**src/rtl/posit_opgroup_vec_noncomp_slice.sv**
```systemverilog
// Lane-wise posit MIN/MAX, sign-injection and compares over a Width-bit vector.
// Latency: NumPipeRegs cycles (0 = purely combinational).
// Backpressure: valid/ready per stage; a stage accepts when empty or drained.
module posit_opgroup_vec_noncomp_slice #(
    parameter int unsigned Width       = 64,
    parameter int unsigned PositWidth  = 16,
    parameter int unsigned NumPipeRegs = 2,
    parameter int unsigned TagWidth    = 1
) (
    input  logic                  clk_i,
    input  logic                  rst_ni,
    input  logic [1:0][Width-1:0] operands_i,
    input  logic [2:0]            op_i,
    input  logic                  vectorial_op_i,
    input  logic [TagWidth-1:0]   tag_i,
    input  logic                  in_valid_i,
    output logic                  in_ready_o,
    input  logic                  flush_i,
    output logic [Width-1:0]      result_o,
    output logic [4:0]            status_o,
    output logic [TagWidth-1:0]   tag_o,
    output logic                  out_valid_o,
    input  logic                  out_ready_i,
    output logic                  busy_o
);

    localparam int unsigned NumLanes = Width / PositWidth;
    localparam logic [PositWidth-1:0] NarPat = {1'b1, {(PositWidth-1){1'b0}}};

    typedef enum logic [2:0] {
        OP_MIN, OP_MAX, OP_SGNJ, OP_SGNJN, OP_SGNJX, OP_LE, OP_LT, OP_EQ
    } op_e;

    function automatic logic [PositWidth-1:0] lane_op(
        input logic [PositWidth-1:0] a,
        input logic [PositWidth-1:0] b,
        input op_e                   op
    );
        logic a_nar, b_nar, a_lt_b, a_eq_b, neg;
        a_nar  = (a == NarPat);
        b_nar  = (b == NarPat);
        a_lt_b = $signed(a) < $signed(b);
        a_eq_b = (a == b);
        neg    = (op == OP_SGNJ)  ? (a[PositWidth-1] ^ b[PositWidth-1]) :
                 (op == OP_SGNJN) ? ~(a[PositWidth-1] ^ b[PositWidth-1]) :
                                    b[PositWidth-1];
        lane_op = '0;
        case (op)
            OP_MIN:  lane_op = a_nar ? b : (b_nar ? a : (a_lt_b ? a : b));
            OP_MAX:  lane_op = a_nar ? b : (b_nar ? a : (a_lt_b ? b : a));
            OP_LE:   lane_op[0] = ~a_nar & ~b_nar & (a_lt_b | a_eq_b);
            OP_LT:   lane_op[0] = ~a_nar & ~b_nar & a_lt_b;
            OP_EQ:   lane_op[0] = a_eq_b;
            // Two's-complement negation leaves zero and NaR unchanged.
            default: lane_op = neg ? -a : a;
        endcase
        return lane_op;
    endfunction

    op_e              op_c;
    logic [Width-1:0] res_c;
    logic [4:0]       sts_c;
    logic             nv_c;

    assign op_c = op_e'(op_i);

    always_comb begin
        res_c = '0;
        nv_c  = 1'b0;
        for (int l = 0; l < int'(NumLanes); l++) begin
            if (vectorial_op_i || l == 0) begin
                res_c[l*PositWidth +: PositWidth] =
                    lane_op(operands_i[0][l*PositWidth +: PositWidth],
                            operands_i[1][l*PositWidth +: PositWidth], op_c);
                if ((operands_i[0][l*PositWidth +: PositWidth] == NarPat ||
                     operands_i[1][l*PositWidth +: PositWidth] == NarPat) &&
                    (op_c == OP_MIN || op_c == OP_MAX || op_c == OP_LE || op_c == OP_LT))
                    nv_c = 1'b1;
            end else begin
                res_c[l*PositWidth +: PositWidth] =
                    (op_c == OP_LE || op_c == OP_LT || op_c == OP_EQ) ?
                    {PositWidth{1'b0}} : {PositWidth{1'b1}};
            end
        end
        sts_c = {nv_c, 4'b0000};
    end

    logic                out_vld;
    logic [Width-1:0]    out_dat;
    logic [4:0]          out_sts;
    logic [TagWidth-1:0] out_tag;

    if (NumPipeRegs == 0) begin : g_comb
        assign in_ready_o = out_ready_i;
        assign out_vld    = in_valid_i;
        assign out_dat    = res_c;
        assign out_sts    = sts_c;
        assign out_tag    = tag_i;
        assign busy_o     = 1'b0;
    end else begin : g_pipe
        logic [NumPipeRegs-1:0]               vld_q, vld_d, rdy;
        logic [NumPipeRegs-1:0][Width-1:0]    dat_q, dat_d;
        logic [NumPipeRegs-1:0][4:0]          sts_q, sts_d;
        logic [NumPipeRegs-1:0][TagWidth-1:0] tag_q, tag_d;
        logic                                 tail_full;

        // A stage can take data unless it and every stage after it is full
        // and the output is stalled.
        always_comb begin
            tail_full = 1'b1;
            rdy       = '0;
            for (int i = int'(NumPipeRegs) - 1; i >= 0; i--) begin
                tail_full = tail_full & vld_q[i];
                rdy[i]    = out_ready_i | ~tail_full;
            end
        end

        always_comb begin
            vld_d    = '0;
            dat_d    = '0;
            sts_d    = '0;
            tag_d    = '0;
            vld_d[0] = in_valid_i;
            dat_d[0] = res_c;
            sts_d[0] = sts_c;
            tag_d[0] = tag_i;
            for (int i = 1; i < int'(NumPipeRegs); i++) begin
                vld_d[i] = vld_q[i-1];
                dat_d[i] = dat_q[i-1];
                sts_d[i] = sts_q[i-1];
                tag_d[i] = tag_q[i-1];
            end
        end

        always_ff @(posedge clk_i) begin
            if (!rst_ni) begin
                vld_q <= '0;
                dat_q <= '0;
                sts_q <= '0;
                tag_q <= '0;
            end else begin
                for (int i = 0; i < int'(NumPipeRegs); i++) begin
                    if (flush_i)
                        vld_q[i] <= 1'b0;
                    else if (rdy[i])
                        vld_q[i] <= vld_d[i];
                    if (rdy[i] && vld_d[i]) begin
                        dat_q[i] <= dat_d[i];
                        sts_q[i] <= sts_d[i];
                        tag_q[i] <= tag_d[i];
                    end
                end
            end
        end

        assign in_ready_o = rdy[0];
        assign out_vld    = vld_q[NumPipeRegs-1];
        assign out_dat    = dat_q[NumPipeRegs-1];
        assign out_sts    = sts_q[NumPipeRegs-1];
        assign out_tag    = tag_q[NumPipeRegs-1];
        assign busy_o     = |vld_q;
    end

    assign out_valid_o = out_vld;
    assign result_o    = out_vld ? out_dat : {Width{1'b1}};
    assign status_o    = out_vld ? out_sts : 5'b00000;
    assign tag_o       = out_vld ? out_tag : {TagWidth{1'b0}};

endmodule

```
**config.mk**
```make
export PLATFORM = sky130hd
export DESIGN_NAME = posit_opgroup_vec_noncomp_slice
export DESIGN_NICKNAME = d
export VERILOG_FILES = /design/src/rtl/posit_opgroup_vec_noncomp_slice.sv
export SDC_FILE = /design/constraint.sdc
export NUM_CORES = 1
export LEC_CHECK = 0
export CELL_PAD_IN_SITES_DETAIL_PLACEMENT = 1
export CELL_PAD_IN_SITES_GLOBAL_PLACEMENT = 1
export CORE_ASPECT_RATIO = 0.7
export CORE_MARGIN = 4
export CORE_UTILIZATION = 40
export CTS_CLUSTER_SIZE = 20
export DETAILED_ROUTE_END_ITERATION = 10
export GPL_ROUTABILITY_DRIVEN = 0
export PLACE_DENSITY_LB_ADDON = 0.1
export SLEW_MARGIN = 20
export SYNTH_ARGS = -nofsm -noshare
export SYNTH_HDL_FRONTEND = slang
export SYNTH_SLANG_ARGS = --single-unit
```
**constraint.sdc**
```tcl
create_clock -name clk_i -period 10.72 [get_ports clk_i]
set_input_delay 2.144 -clock clk_i [delete_from_list [all_inputs] [get_ports clk_i]]
set_output_delay 2.144 -clock clk_i [all_outputs]
set_load 0.02 [all_outputs]
```
Word level (Yosys, flattened, before mapping). Cells that the tools add are included.

Flip-flop bits (word level): 134. Output and inout bits: 73.

Add/subtract/negate cells: 4. $lt $le $gt $ge: 4. Equality and inequality tests: 18. Muxes and demuxes: 58. Bitwise operators: 38. Reductions and logical operators: 19.

Operators with widths (number): $mux 16 (32); $pmux 15 s3 (4); $eq 16x16->1 const B (8); $eq 16x16->1 (4); $lt 16x16->1 (4); $mux 64 (1); $neg 16->16 (4); $pmux 1 s5 (4); $mux 1 (16); $not 1->1 (15); $and 1x1->1 (13); $eq 3x3->1 const B (3); $logic_or 1x1->1 (9); $eq 3x2->1 const B (2); $logic_and 1x1->1 (6); $or 1x1->1 (6); $mux 5 (1); $reduce_or 2->1 (2); $xor 1x1->1 (4); $eq 3x1->1 const B (1); $logic_not 3->1 (1); $reduce_or 3->1 (1).

Logic depth before layout (Yosys ltp). Gate-level depths: netlist of the first run.

Depth in word-level cells: 12. Mapped depth: 13. Gate-level depth less buffers: 11.

Least setup slack after synthesis of the first run. No wires, ideal clock.

Path kind: input to register. Start point: input operands_i[86] (netlist bit). End point: register g_pipe.dat_q (netlist bit g_pipe.dat_d[84]). Setup time: 122 ps. Arrival time: 4971 ps. Setup slack: 5627 ps. Stages on the path: 11. Path buffers: 0. Cell sequence: inv_1 -> ha_1 -> and3_1 -> a221o_1 -> a221o_1 -> a211oi_1 -> mux2_2 -> a21oi_1 -> o2bb2ai_4 -> a221oi_1 -> nor2_1.

Longest elaborated chain between the ends: 6. Elaborated cells between the ends (all ways): 10. Those cells by class: order compare: 1; eq/ne: 1; mux: 8.

Ends and longest elaborated chain: start: declaration (line 12) `input logic [1:0][Width-1:0] operands_i,`; $lt 16x16->1 (line 42) `a_lt_b = $signed(a) < $signed(b);`; $mux 16, on equally long branches (3 in a row) (line 50, 49); $pmux 15 s3 * (line 48) `case (op)`; $mux 16 * (line 71) `if (vectorial_op_i || l == 0) begin`; end signal: indexed assignment (line 148) `dat_q[i] <= dat_d[i];`; end: declaration (line 102) `logic [NumPipeRegs-1:0][Width-1:0] dat_q, dat_d;`.

Every way passes the cells marked *; elsewhere a longest branch is shown, timed or not. A chain may end at the register's enable or synchronous reset.

Final worst setup path of the first run.
Start point: input operands_i[86] (netlist bit). End point: register g_pipe.dat_q (netlist bit g_pipe.dat_d[83]).

The elaborated chain is that of the path after synthesis.

==> results of run 1 <==
layout make-up:
class / instances / area share
clock buffers: 18 / 0.0321
flip-flops and latches: 134 / 0.196
inverters: 80 / 0.0219
well taps: 357 / 0.0326
multi-input cells: 1118 / 0.542
clock inverters: 13 / 0.0125
repair buffers: 226 / 0.163
power by group:
| group | internal, mW | switching, mW | leakage [nW] | total (mW) |
|---|---|---|---|---|
| sequential | 0.523 | 0.0232 | 1.10 | 0.546 |
| clock | 0.374 | 0.251 | 0.287 | 0.625 |
| combinational | 0.188 | 0.260 | 3.98 | 0.449 |
| total | 1.09 | 0.534 | 5.36 | 1.62 |
cells by family (layout without fill, tap and decap cells):
group | Yosys count | in the layout | share of synthesized area
compound gates | 454 | 454 | 0.286
xor+xnor | 56 | 56 | 0.0459
fa+ha+maj | 68 | 68 | 0.0796
buf+inv | 166 | 337 | 0.0603
flops | 134 | 134 | 0.251
mux | 68 | 68 | 0.0647
other cells | 1 | 4 | 0.000351
simple gates | 468 | 468 | 0.213
worst min-delay path by stage:
stage | startpoint | endpoint | slack, ns | cells after the start
final | out_dat[32]$_SDFFE_PN0P_ | out_dat[32]$_SDFFE_PN0P_ | 0.46 | 2
after floorplan | g_pipe.dat_d[94]$_SDFFE_PN0P_ | out_dat[30]$_SDFFE_PN0P_ | 0.44 | 2
after detailed placement | out_dat[62]$_SDFFE_PN0P_ | out_dat[62]$_SDFFE_PN0P_ | 0.46 | 2
after global placement | out_dat[25]$_SDFFE_PN0P_ | out_dat[25]$_SDFFE_PN0P_ | 0.45 | 2
after global routing | g_pipe.dat_d[112]$_SDFFE_PN0P_ | out_dat[48]$_SDFFE_PN0P_ | 0.48 | 2
after CTS | out_dat[62]$_SDFFE_PN0P_ | out_dat[62]$_SDFFE_PN0P_ | 0.46 | 2
sequential cells by signal, indices dropped and copies added (netlist names):
name,count
g_pipe.dat_d,64
g_pipe.sts_d,1
g_pipe.tag_d,1
g_pipe.vld_q,2
out_dat,64
out_sts,1
out_tag,1
cells in the final DEF (no fill, tap or decap), drive strengths merged, types with 14 or more instances in the layout:
cell           instances
clkbuf                18
o21ai                127
nor2                  74
nor4                  22
a31oi                 25
a21boi                71
inv                   84
o221a                 16
nand2                197
nand2b                69
buf                   21
o221ai                14
nand3                 16
a221oi                15
nor3                  18
dfxtp                134
xnor2                 24
ha                    68
nand4                 19
mux2i                 59
xor2                  32
clkdlybuf4s50        205
a21oi                 84
metrics by stage:
step           hold WS [ns]  worst slack (ns)  cells
5_1_grt               0.479              4.69   1946
3_3_place_gp          0.448              4.71   1913
3_5_place_dp          0.455              4.45   1915
2_1_floorplan         0.438              5.63   1418
4_1_cts               0.463              4.90   1946
6_report              0.460              4.81   1946
routing by layer:
layer	GRT usage	up-vias
met5	0	-
li1	-	5408
met1	0.434	5645
met2	0.436	460
met4	0.0589	6
met3	0.0650	53
synthesized netlist by cell type (5+ instances only):
library cell,number
o22ai_1,13
o221a_2,14
inv_1,80
nor2b_1,12
buf_2,5
nor4_1,22
and2_1,5
mux2_2,9
o31ai_1,10
nand2_1,196
a21o_1,13
clkbuf_1,71
dfxtp_1,134
nor3_1,18
o221ai_1,14
xor2_1,32
and3_1,10
a21boi_0,71
o211ai_1,9
a31oi_1,24
o21a_1,9
mux2i_1,59
buf_1,6
o21ai_1,6
nand2b_1,69
o21ai_0,120
a211oi_1,5
a221oi_1,14
ha_1,68
nor2_1,73
xnor2_1,24
a21oi_1,84
nand3_1,16
nand4_1,19
o211a_1,9
critical path, stage by stage:
cell and delay [ns]:
clkdlybuf4s50_1 0.55, inv_1 0.07, ha_1 0.30, and3_1 0.19, a221o_1 0.37, a221o_1 0.31, a211oi_1 0.35, mux2_2 0.46
a21oi_1 0.79, mux2i_1 0.33, o221ai_1 0.19, o211a_1 0.16
==> impl_metrics.ini, run 1 <==
[final_layout]
nFillCells = 3267
multiInputGateArea_sq_um = 7420
regArea_sq_um = 2680
final_area_sq_um = 13700
drive_gt1_frac = 0.0629
area_growth_pct = 28.1
n_antenna_cell = 0
utilization = 0.527
fin_nets = 1783

[global_routing]
grt_usage = 0.292
grt_max_degree = 97
grt-ovfl-total = 0
grt_pass1_vias = 11400
grt_antenna_before_repair = 2
grt_pass1_wl_microns = 67900

[critical_path]
crit_fanout = 7
criticalPathCategory = input pin to flop
crit_start = operands_i[86]
worstRegToRegCells = 8
critPathCapture = g_pipe.dat_d[83]$_SDFFE_PN0P_
cp.arrival_ns = 6.23
worst_setup_path_start_kind = input pin
cp.required_ns = 11.05
regToRegSetupSlack_ns = 7.71
end_kind = flop
r2r_end = g_pipe.dat_d[121]$_SDFFE_PN0P_
r2r-start = g_pipe.vld_q[1]$_SDFFE_PP0N_

[floorplanning]
io_pins = 211
rows = 49
start_util = 0.411
die_w_microns = 203
dieHeight_microns = 145
dieArea_sq_um = 29500
core_sq_um = 26000

[synthesis]
synth_seq_cells = 134
synthTopCellsByArea = dfxtp_1, ha_1, nand2_1
synth-main-ff-cell = dfxtp_1
synthArstFlopShare = 0
yosysSeqAreaShare = 0.251
netlist_area_sq_um = 10700
synth_top_cell_by_area = dfxtp_1
avgSynthCellArea_sq_um = 7.56
synth_top_area_frac = 0.251
synth-edff-count = 0
yosysWarnings = 0
ys_types = 74
synthCells = 1415

[routing]
num_vias = 11600
drt_iter0_markers = 1042
firstDrtPassIters = 5
remaining_drc_errors = 0
via_per_inst = 5.95
wl_microns = 44200
dr_wl_met2_microns = 18400
wirelength_met1_microns = 21400
antenna_left = 0
dr_wl_met3_microns = 3820
topRoutingLayerUsed = met5
routedWlPerCell_microns = 22.7

[clock_network]
insertion_delay_ns = 0.43
cts_root_buf = clkbuf_16
cts.sinks = 134
cts_hold_buf = 0
cts_resized = 0
cts_setup_buffers = 0
cts_tree = yes
htreeDepth = 4
cts.path.max_buffers = 2
numCtsBuffers = 17
path_clk_slew_ns = 0.06

[sta]
max_slew_margin = 0.317
drv_slew = 0
setup_violations = 0
setup_tns_ns = 0
skew_ns = 0.0123
min_period_ns = 5.91
tightestPinTransition_ns = 1.03
finalHoldViolations = 0
fmax_mhz = 169
min_period_over_period = 0.551
rsz0062_at_grt = no

[power]
ir_worst_vdd_uv = 96.4
power_density_nw_per_um2 = 118
finalPower_mw = 1.62
p_leak_nw = 5.36

[place]
dpl_cell_area_sq_um = 13100
dp_hpwl_microns = 32700
portBuffers = 206

[run]
max-cap-violations = 0

[status]
status = complete, no violations

[min_path]
hold_class = flop to flop
Power figures use the tool's default switching activity.
==> run 2: changes to the inputs <==
Settings changed: CORE_UTILIZATION 40 to 35.
Clock period 10.72 ns to 5.4 ns, I/O delays scaled along.
==> impl_metrics.ini, run 2 (synthesis results as in run 1) <==
[run]
max-cap-violations = 0

[final_layout]
final_common_cell = clkdlybuf4s50_1
area_growth_pct = 29.2
fin_nets = 1798
nFillCells = 3743
drive_gt1_frac = 0.0717
utilization = 0.460
final_area_sq_um = 13800
final_cell_mix = clkdlybuf4s50_1, nand2_1, dfxtp_1, o21ai_0, a21oi_1

[power]
combPwrFrac = 0.287
p_seq_frac = 0.343
swShare = 0.339
clockPowerShare = 0.370
p_sw_mw = 1.06
p_leak_nw = 5.41
p_int_mw = 2.08
power_density_nw_per_um2 = 228
ir_worst_vdd_uv = 204

[critical_path]
crit_fanout = 10
cp.required_ns = 5.70
worstRegToRegCells = 8
worst_setup_path_start_kind = input pin
r2r-start = g_pipe.vld_q[1]$_SDFFE_PP0N_
end_kind = flop
criticalPathCategory = input pin to flop
cp.arrival_ns = 4.77
r2r_end = g_pipe.dat_d[120]$_SDFFE_PN0P_
regToRegSetupSlack_ns = 2.48

[clock_network]
path_clk_slew_ns = 0.06
cts_setup_buffers = 0
cts_resized = 0
cts_root_buf = clkbuf_16
cts_tree = yes
cts.path.max_buffers = 2
numCtsBuffers = 17
htreeDepth = 4
cts.sinks = 134
insertion_delay_ns = 0.43
cts_hold_buf = 0

[routing]
wl_microns = 44300
remaining_drc_errors = 0
drt_iter0_markers = 993
routedWlPerCell_microns = 21.9
firstDrtPassIters = 6
num_vias = 11600
via_per_inst = 5.72
antenna_left = 0

[floorplanning]
rows = 53
core_sq_um = 30000
io_pins = 211
dieHeight_microns = 154
dieArea_sq_um = 33500
start_util = 0.356
die_w_microns = 217

[sta]
max_slew_margin = 0.321
setup_tns_ns = 0
skew_ns = 0.0120
rsz0062_at_grt = no
tightestPinTransition_ns = 1.02
fmax_mhz = 224
worst_slack_ns = 0.937
drv_slew = 0
min_period_over_period = 0.826
setup_violations = 0
holdWs_ns = 0.459
finalHoldViolations = 0
min_period_ns = 4.46

[status]
status = complete, no violations

[place]
dpl_cell_area_sq_um = 13200
dp_hpwl_microns = 33600
dp_slack_ns = 0.521
portBuffers = 206

[global_routing]
grt_pass1_vias = 11400
grt_antenna_before_repair = 2
grt_usage = 0.260
grt-ovfl-total = 0
grt_max_degree = 84
grt_pass1_wl_microns = 69000

[min_path]
hold_path.startpoint = out_dat[8]$_SDFFE_PN0P_
hold_class = flop to flop
whs_endpoint = out_dat[8]$_SDFFE_PN0P_
whs_path_depth = 2
## run 2: worst max-delay path, cell delays in order
cell,delay [ns]
clkdlybuf4s50_1,0.53
ha_1,0.48
nand4_1,0.21
nor4_1,0.37
a21boi_0,0.24
a211o_1,0.27
mux2i_1,0.15
nor2_2,0.53
o2bb2ai_1,0.33
a221oi_1,0.50
nor2_1,0.07
## run 2: through the flow
stage	instances	total power, mW
2_1_floorplan	1418	1.59
3_3_place_gp	1985	1.97
3_5_place_dp	1985	1.98
4_1_cts	2017	3.15
5_1_grt	2017	3.29
6_report	2018	3.14
## run 2: worst max path at each step
stage	startpoint	to	slack, ns	cells past startpoint
2_1_floorplan	operands_i[86]	g_pipe.dat_d[84]$_SDFFE_PN0P_	1.37	11
3_3_place_gp	operands_i[63]	g_pipe.dat_d[123]$_SDFFE_PN0P_	0.58	11
3_5_place_dp	operands_i[63]	g_pipe.dat_d[126]$_SDFFE_PN0P_	0.52	11
4_1_cts	operands_i[63]	g_pipe.dat_d[126]$_SDFFE_PN0P_	0.95	11
5_1_grt	operands_i[63]	g_pipe.dat_d[126]$_SDFFE_PN0P_	0.54	11
6_report	operands_i[63]	g_pipe.dat_d[118]$_SDFFE_PN0P_	0.94	11
## run 2: layout make-up
cell class / instances / area [sq um] / area share
Multi-Input combinational cell: 1118 / 7420 / 0.537
Sequential cell: 134 / 2680 / 0.194
Clock buffer: 19 / 443 / 0.0321
Timing Repair Buffer: 241 / 2320 / 0.168
Antenna cell: 1 / 2.50 / 0.000181
Inverter: 80 / 300 / 0.0217
Tap cell: 412 / 515 / 0.0373
Clock inverter: 13 / 131 / 0.00951
## run 2: power by group through the flow
stage	Sequential (mW)	Combinational (mW)	Clock [mW]
floorplan	1.08	0.518	0
global placement	1.10	0.869	0
detailed placement	1.10	0.885	0
CTS	1.08	0.892	1.18
global route	1.08	0.983	1.23
finish	1.08	0.902	1.16
## run 2: metal layers
layer  global-route usage  vias to the layer above  part of all wire
met3               0.0511                       31             0.074
met4               0.0369                        4            0.0077
li1                     -                     5465                 -
met1                0.407                     5669              0.51
met2                0.374                      381              0.41
met5                    0                        -           0.00061
==> run 3: changes to the inputs <==
Clock period 5.4 ns to 3.6 ns, I/O delays scaled along.
==> impl_metrics.ini, run 3 (synthesis results as in run 1) <==
[status]
status = complete, no violations

[power]
finalPower_mw = 5.19
power_density_nw_per_um2 = 328
p_leak_nw = 6.60
ir_worst_vdd_uv = 326

[routing]
wl_microns = 46000
antenna_left = 0
drt_iter0_markers = 973
via_per_inst = 5.56
num_vias = 12400
routedWlPerCell_microns = 20.6
remaining_drc_errors = 0
firstDrtPassIters = 5

[floorplanning]
core_sq_um = 30000
dieHeight_microns = 154
die_w_microns = 217
dieArea_sq_um = 33500
rows = 53
io_pins = 211
start_util = 0.356

[sta]
holdWs_ns = 0.456
drv_slew = 0
worst_slack_ns = 0.137
finalHoldViolations = 0
fmax_mhz = 289
max_slew_margin = 0.301
min_period_ns = 3.46
setup_violations = 0
tightestPinTransition_ns = 1.05
skew_ns = 0.00982
min_period_over_period = 0.962

[global_routing]
grt_pass1_vias = 12500
grt_pass1_wl_microns = 70400
grt_max_degree = 84
grt-ovfl-total = 0
grt_usage = 0.261
grt_antenna_before_repair = 0

[place]
dp_slack_ns = -0.649
placedCellCount = 2198
dp_hpwl_microns = 34600
portBuffers = 206

[final_layout]
area_growth_pct = 47.7
final_common_cell = buf_4
nFillCells = 3666
fin_nets = 2013
n_antenna_cell = 0
final_cell_mix = buf_4, clkdlybuf4s50_1, nand2_1, dfxtp_1, o21ai_0
instances_no_fill = 2232
drive_gt1_frac = 0.192

[critical_path]
r2r_end = g_pipe.dat_d[86]$_SDFFE_PN0P_
end_kind = flop
worstRegToRegCells = 6
cp.required_ns = 3.92
worst_setup_path_start_kind = input pin
cp.arrival_ns = 3.78
r2r-start = g_pipe.vld_q[1]$_SDFFE_PP0N_
criticalPathCategory = input pin to flop
regToRegSetupSlack_ns = 0.82
crit_fanout = 5

[min_path]
whs_path_depth = 2
hold_class = flop to flop
hold_path.startpoint = out_dat[42]$_SDFFE_PN0P_
whs_endpoint = out_dat[42]$_SDFFE_PN0P_

[clock_network]
htreeDepth = 4
cts.sinks = 134
path_clk_slew_ns = 0.07
cts_tree = yes
numCtsBuffers = 17
cts.path.max_buffers = 2
insertion_delay_ns = 0.44
cts_root_buf = clkbuf_16
cts_hold_buf = 0

[run]
max-cap-violations = 0
run 3: cell count changes in the layout (fill, tap and decap cells not counted), sizes merged:
cell	delta
o2bb2ai	+1
buf	+214
inv	-8
diode	-1
clkinv	+1
clkbuf	+3
bufinv	+3
clkdlybuf4s50	-6
clkinvlp	+1
dlymetal6s2s	+6
run 3: metal layers:
layer / track usage / vias up / wire length [microns]
met5: 0 / - / 0
met4: 0.0430 / 0 / 410
li1: - / 5880 / -
met3: 0.0391 / 40 / 2810
met1: 0.377 / 6083 / 21800
met2: 0.419 / 399 / 21000
run 3: metrics by stage:
stage / TNS (ns) / area, sq um / util
finish: 0 / 15800 / 0.526
global route: -0.000894 / 15800 / 0.526
CTS: 0 / 15600 / 0.519
detailed placement: -19.50 / 14900 / 0.496
global placement: -13.99 / 14900 / 0.496
floorplan: 0 / 10700 / -
run 3: critical path, stage by stage:
cell and delay (ns):
clkdlybuf4s50_1 0.48, inv_1 0.05, ha_1 0.28, a21o_1 0.15
a21o_1 0.17, a221o_1 0.35, a211oi_2 0.29, mux2_4 0.38
o21ai_4 0.25, mux2i_1 0.23, o221ai_1 0.16, o221a_1 0.26
run 3: report_power, final:
| group | switching [mW] | internal (mW) |
|---|---|---|
| clock | 0.727 | 1.24 |
| combinational | 0.852 | 0.769 |
| sequential | 0.0469 | 1.56 |
| total | 1.63 | 3.56 |
run 3: worst max-delay path by stage:
| stage | slack, ns | endpoint | from | depth (start not counted) |
|---|---|---|---|---|
| after floorplan | 0.13 | g_pipe.dat_d[81]$_SDFFE_PN0P_ | operands_i[86] | 11 |
| after detailed placement | -0.65 | g_pipe.dat_d[88]$_SDFFE_PN0P_ | operands_i[87] | 13 |
| final | 0.14 | g_pipe.dat_d[81]$_SDFFE_PN0P_ | operands_i[89] | 12 |
| after global placement | -0.47 | g_pipe.dat_d[86]$_SDFFE_PN0P_ | operands_i[86] | 13 |
| after global routing | -0.0009 | g_pipe.dat_d[81]$_SDFFE_PN0P_ | operands_i[89] | 12 |
| after CTS | 0.004 | g_pipe.dat_d[84]$_SDFFE_PN0P_ | operands_i[87] | 13 |
run 3: final cells by class:
class                   count  area (sq um)  area share
multi-input cells        1119          7610       0.481
well taps                 412           515      0.0326
clock inverters            10           169      0.0107
flip-flops and latches    134          2680       0.170
inverters                  80           300      0.0190
clock buffers              22           484      0.0307
repair buffers            455          4040       0.256
run 3: repair_timing:
item | in CTS | in global routing
gates cloned | 0 | 1
endpoints found under the setup margin | 15 | 38
setup buffers | 0 | 1
pin swaps | 1 | 16
gates resized for setup | 5 | 33
